$ cat config.mk
export PLATFORM = sky130hd
export DESIGN_NAME = multi_counter
export DESIGN_NICKNAME = d
export VERILOG_FILES = /design/src/rtl/counter_pkg.sv /design/src/rtl/counter_channel.sv /design/src/rtl/multi_counter.sv
export SDC_FILE = /design/constraint.sdc
export NUM_CORES = 1
export LEC_CHECK = 0
export ABC_AREA = 1
export BUFFER_PORTS_ARGS = -buffer_cell sky130_fd_sc_hd__buf_2
export CAP_MARGIN = 10
export CORE_ASPECT_RATIO = 1.2
export CORE_UTILIZATION = 30
export CTS_BUF_LIST = sky130_fd_sc_hd__clkbuf_8
export DETAILED_ROUTE_END_ITERATION = 16
export GPL_ROUTABILITY_DRIVEN = 0
export SKIP_LAST_GASP = 1
export SLEW_MARGIN = 25
export SYNTH_ARGS = -nofsm -noshare
export SYNTH_HDL_FRONTEND = slang
export SYNTH_SLANG_ARGS = --single-unit
$ cat constraint.sdc
create_clock -name clk -period 4.9 [get_ports clk]
set_clock_uncertainty 0.1 [all_clocks]
set_input_delay 0 -clock clk [delete_from_list [all_inputs] [get_ports clk]]
set_output_delay 0 -clock clk [all_outputs]
set_load 0.01 [all_outputs]
$ cat src/rtl/counter_pkg.sv
// Shared types and helpers for the multi-channel counter bank.
package counter_pkg;

    typedef enum logic {
        CNT_WRAP = 1'b0,
        CNT_SAT  = 1'b1
    } cnt_mode_e;

    // Limit a value to the top of the counting range.
    function automatic logic [31:0] clamp_to_max(input logic [31:0] value,
                                                 input logic [31:0] max);
        return (value > max) ? max : value;
    endfunction

    // Width that can hold the sum of nch full-scale width-bit counters.
    function automatic int sum_width(input int width, input int nch);
        return width + $clog2(nch);
    endfunction

endpackage

$ cat src/rtl/counter_channel.sv
// One up/down counter channel with load clamp, wrap/saturate bounds and a
// sticky flag that records any attempt to count past either bound.
module counter_channel
    import counter_pkg::*;
#(
    parameter int WIDTH   = 10,
    parameter int MAX_VAL = 2**WIDTH - 1
) (
    input  logic             clk,
    input  logic             rst,
    input  logic             en,
    input  logic             up,
    input  logic             load,
    input  logic [WIDTH-1:0] load_val,
    input  logic             sat_mode,
    input  logic             evt_clr,
    output logic [WIDTH-1:0] cnt,
    output logic             evt
);

    localparam logic [WIDTH-1:0] MaxVal   = WIDTH'(MAX_VAL);
    localparam logic [WIDTH-1:0] One      = WIDTH'(1);
    localparam logic [31:0]      MaxVal32 = 32'(MAX_VAL);

    logic [WIDTH-1:0] cnt_q, cnt_d;
    logic             evt_q, evt_d;
    logic             hit;
    cnt_mode_e        mode;

    // Next count and flag: load beats enable, a bound hit beats a flag clear.
    always_comb begin
        cnt_d = cnt_q;
        evt_d = evt_q;
        hit   = 1'b0;
        mode  = sat_mode ? CNT_SAT : CNT_WRAP;
        if (load) begin
            cnt_d = WIDTH'(clamp_to_max(32'(load_val), MaxVal32));
        end else if (en) begin
            if (up) begin
                if (cnt_q == MaxVal) begin
                    hit   = 1'b1;
                    cnt_d = (mode == CNT_SAT) ? MaxVal : '0;
                end else begin
                    cnt_d = cnt_q + One;
                end
            end else begin
                if (cnt_q == '0) begin
                    hit   = 1'b1;
                    cnt_d = (mode == CNT_SAT) ? '0 : MaxVal;
                end else begin
                    cnt_d = cnt_q - One;
                end
            end
        end
        if (hit) begin
            evt_d = 1'b1;
        end else if (evt_clr) begin
            evt_d = 1'b0;
        end
    end

    // Channel state registers; reset overrides every other control.
    always_ff @(posedge clk) begin
        if (rst) begin
            cnt_q <= '0;
            evt_q <= 1'b0;
        end else begin
            cnt_q <= cnt_d;
            evt_q <= evt_d;
        end
    end

    assign cnt = cnt_q;
    assign evt = evt_q;

endmodule

$ cat src/rtl/multi_counter.sv
// Bank of independent counter channels with a registered sum of all channels.
module multi_counter
    import counter_pkg::*;
#(
    parameter  int WIDTH   = 10,
    parameter  int NUM_CH  = 2,
    parameter  int MAX_VAL = 2**WIDTH - 1,
    localparam int SUM_W   = sum_width(WIDTH, NUM_CH)
) (
    input  logic                    clk,
    input  logic                    rst,
    input  logic [NUM_CH-1:0]       en,
    input  logic [NUM_CH-1:0]       up,
    input  logic [NUM_CH-1:0]       load,
    input  logic [NUM_CH*WIDTH-1:0] load_val,
    input  logic                    sat_mode,
    input  logic                    evt_clr,
    output logic [NUM_CH*WIDTH-1:0] cnt,
    output logic [SUM_W-1:0]        sum,
    output logic [NUM_CH-1:0]       evt
);

    logic [SUM_W-1:0] sum_q, sum_d;

    for (genvar i = 0; i < NUM_CH; i++) begin : g_ch
        counter_channel #(
            .WIDTH   (WIDTH),
            .MAX_VAL (MAX_VAL)
        ) u_channel (
            .clk      (clk),
            .rst      (rst),
            .en       (en[i]),
            .up       (up[i]),
            .load     (load[i]),
            .load_val (load_val[i*WIDTH +: WIDTH]),
            .sat_mode (sat_mode),
            .evt_clr  (evt_clr),
            .cnt      (cnt[i*WIDTH +: WIDTH]),
            .evt      (evt[i])
        );
    end

    // Add up the registered channel values; SUM_W is wide enough not to overflow.
    always_comb begin
        sum_d = '0;
        for (int i = 0; i < NUM_CH; i++) begin
            sum_d = sum_d + SUM_W'(cnt[i*WIDTH +: WIDTH]);
        end
    end

    // Sum register, giving the sum one cycle behind the channel values.
    always_ff @(posedge clk) begin
        if (rst) begin
            sum_q <= '0;
        end else begin
            sum_q <= sum_d;
        end
    end

    assign sum = sum_q;

endmodule

==> results.toml <==
[power]
p_per_area_nw_per_um2 = 236
clkPwrFrac = 0.233
comb_power_share = 0.360
net-switching-power_uw = 321
pwr-share-seq = 0.407
p_int_uw = 507
vdd_drop_max_uv = 121
leakage_nw = 1.72
p_sw_frac = 0.387
power_uw = 828

[synthesis]
yosysSeqAreaShare = 0.234
synthCells = 432
synthesis.nets = 477
synth_top_family_by_area = "simple AND/OR/NAND/NOR gates"
ys_ff_latch = 33
ys_warn_count = 0
synth_compound_area_frac = 0.202
synth_cell_type_count = 43
synthSimpleGateAreaFrac = 0.347
synthMuxAreaShare = 0
syn-cell-area_sq_um = 2830
syn_avg_cell_area_sq_um = 6.54
synth_xor_xnor_area_share = 0.0403
synth_fa_ha_area_frac = 0.0691

[clock_network]
cts-buffers-inserted = 5
cts.path.max_buffers = 2
cts_tree = "yes"
clk_pin_slew_ns = 0.07
clock-sinks = 33
post_cts_buffers = 0
cts_max_level = 2
clk_root_buffer_cell = "clkbuf_8"
insertion_delay_ns = 0.29

[placement]
post-dp-hpwl_mm = 6.75
portBuffers = 62
dp_cells = 600
place_ws_ns = 2.79

[timing]
setup_tns_ns = 0
slew_headroom = 0.560
fin_crit_sh = 0.521
worst_pin_slew_ns = 0.660
finalHoldViolations = 0
fmax_ghz = 0.392
drv_slew = 0
rsz0062_at_grt = "no"
setup_viol = 0
min_period_ns = 2.55
worst_slack_ns = 2.35

[drt]
wire_per_inst_um = 14.3
finalWirelength_mm = 8.97
vias_per_cell = 5.12
num_vias = 3221
drt_iter0_markers = 158
route.detailed.drc = 0
postRouteAntennaNets = 0
dr.pass1.iters = 4

[final_layout]
area_growth_syn_to_layout_pct = 24.0
antennaDiodeCount = 0
final_nets = 555
final_util = 0.386
instances_no_fill = 629
drive_gt1_frac = 0.216

[grt]
grt_max_degree = 22
grt-ovfl-total = 0
antenna_found_initial = 0
grt_pass1_wl_mm = 14.7
grtUsageTotal = 0.188
grt_pass1_vias = 3119

[worst_setup_path]
cp_num_buf_inv = 2
worst_path_dominant_cell_family = "simple AND/OR/NAND/NOR gates"
slowest_delay_ns = 0.55
worstSetupPathType = "reg -> reg"
arrival_ns = 2.63
worstSetupEndpointType = "flop"
worstPathCellList = "ha_1 > nand3_1 > nor2_2 > nand3_1 > nand2_1 > inv_2 > nand2_1 > nand4_1 > nor2_1 > nor2_1 > dlygate4sd3_1"
crit_fanout = 7
crit_slowest_cell = "dlygate4sd3_1"
required_ns = 4.97
cp-start-kind = "flop"

[job]
drv_cap = 0

[die]
start_util = 0.311
dieArea_sq_um = 9820
core_area_sq_um = 9080
die_y_um = 108
rows = 38
ios = 63
die_w_um = 90.6

[worst_hold_path]
hp-class = "in -> reg"

[run_status]
status = "finished clean"
[sequential cells by signal, indices dropped and copies added, names as in the netlist]
| name | cells |
|---|---|
| g_ch.u_channel.cnt | 20 |
| sum | 11 |
| g_ch.u_channel.evt | 2 |
[path summary, 6_finish.rpt]
path	to	slack, ns	from	cells past startpoint
hold reg to reg	g_ch[1].u_channel.evt	0.37	g_ch[1].u_channel.evt	2
setup / recovery	g_ch[1].u_channel.cnt[5]	2.35	g_ch[1].u_channel.cnt[1]	11
hold / removal	g_ch[0].u_channel.cnt[3]	0.01	up[0]	5
setup reg to reg	g_ch[1].u_channel.cnt[5]	2.35	g_ch[1].u_channel.cnt[1]	11
[final cells by class]
class                      instances  area (sq um)
timing repair buffer              85           541
clock buffer                       5          68.8
inverter                          58           221
sequential                        33           661
clock inverter                     1          5.00
tap                              120           150
multi-input combinational        327          1860
fill                             970          5580
[metal layers]
layer	global-route usage	vias to the layer above	wire, um
li1	-	1605	-
met1	0.212	1481	3760
met2	0.338	113	4500
met3	0.0338	22	458
met4	0.0979	0	259
met5	0	-	0
[cells in the mapped netlist (all sizes together)]
library cell	number	area share
xor2	12	0.037
a21o	1	0.0027
dfxtp	33	0.23
a21oi	35	0.062
fa	1	0.0071
nand2	95	0.14
nor4	1	0.0022
o211ai	6	0.016
ha	14	0.062
nor3	5	0.012
o21ai	27	0.052
nor2	56	0.087
nand4	10	0.032
o21bai	2	0.0053
clkinv	3	0.0044
xnor2	1	0.0031
a31oi	4	0.0089
buf	9	0.023
nand3	35	0.070
o31ai	1	0.0027
clkbuf	5	0.0066
inv	55	0.074
or2	3	0.0075
a22oi	7	0.019
o221ai	11	0.034
[per-stage QoR]
step | hold slack (ns) | cell area (sq um)
after floorplan | -0.0309 | 2830
after global placement | 0.172 | 3200
after detailed placement | 0.171 | 3200
after CTS | 0.00430 | 3510
after global routing | 0.0310 | 3510
final | 0.0118 | 3510
[layout by cell type, fill, tap and decap left out, types with 2 or more instances in the layout]
cell type / netlist / final
nand2_1: 88 / 88
buf_2: 2 / 62
nor2_1: 46 / 46
inv_1: 45 / 45
a21oi_1: 35 / 35
dfxtp_1: 33 / 33
nand3_1: 32 / 32
dlygate4sd3_1: 0 / 23
o21ai_0: 21 / 21
ha_1: 14 / 14
xor2_1: 12 / 12
o221ai_1: 11 / 11
inv_2: 9 / 9
nor2_2: 8 / 8
a22oi_1: 7 / 7
nand4_1: 7 / 7
o211ai_1: 6 / 6
nand2_2: 5 / 5
clkbuf_8: 0 / 5
a31oi_1: 4 / 4
o21ai_1: 3 / 3
o21ai_2: 3 / 3
nor3_1: 3 / 3
o21bai_1: 2 / 2
nor2_4: 2 / 2
nand3_2: 2 / 2
nand2_4: 2 / 2
nand4_2: 2 / 2
clkinv_1: 2 / 2
clkinv_2: 1 / 2
nor3_2: 2 / 2
or2_2: 2 / 2
[tightest hold or removal path, delay by kind of cell]
family                 cells  cell delay, ns
AO/OA/AOI/OAI              1            0.05
buffers and inverters      1            0.14
AND/OR/NAND/NOR            3            0.16
[power groups by stage]
stage	logic (mW)	clock network (mW)	registers [mW]
2_1_floorplan	0.203	0	0.333
3_3_place_gp	0.281	0	0.342
3_5_place_dp	0.282	0	0.343
4_1_cts	0.298	0.198	0.337
5_1_grt	0.335	0.212	0.343
6_report	0.298	0.193	0.337
[cell families after synthesis]
kind of cell	count (synthesis)
buffers and inverters	72
DFF	33
AOI/OAI and AO/OA	94
adders and majority gates	15
and+or+nand+nor	205
xor gates and xnor gates	13
[what timing repair did]
| action | 4_1_cts | 5_1_grt |
|---|---|---|
| hold buffers | 23 | 0 |
| resized for setup | 0 | 0 |
| endpoints found under the hold margin | 22 | 0 |
No activity file was read; power rests on OpenSTA's default activity.
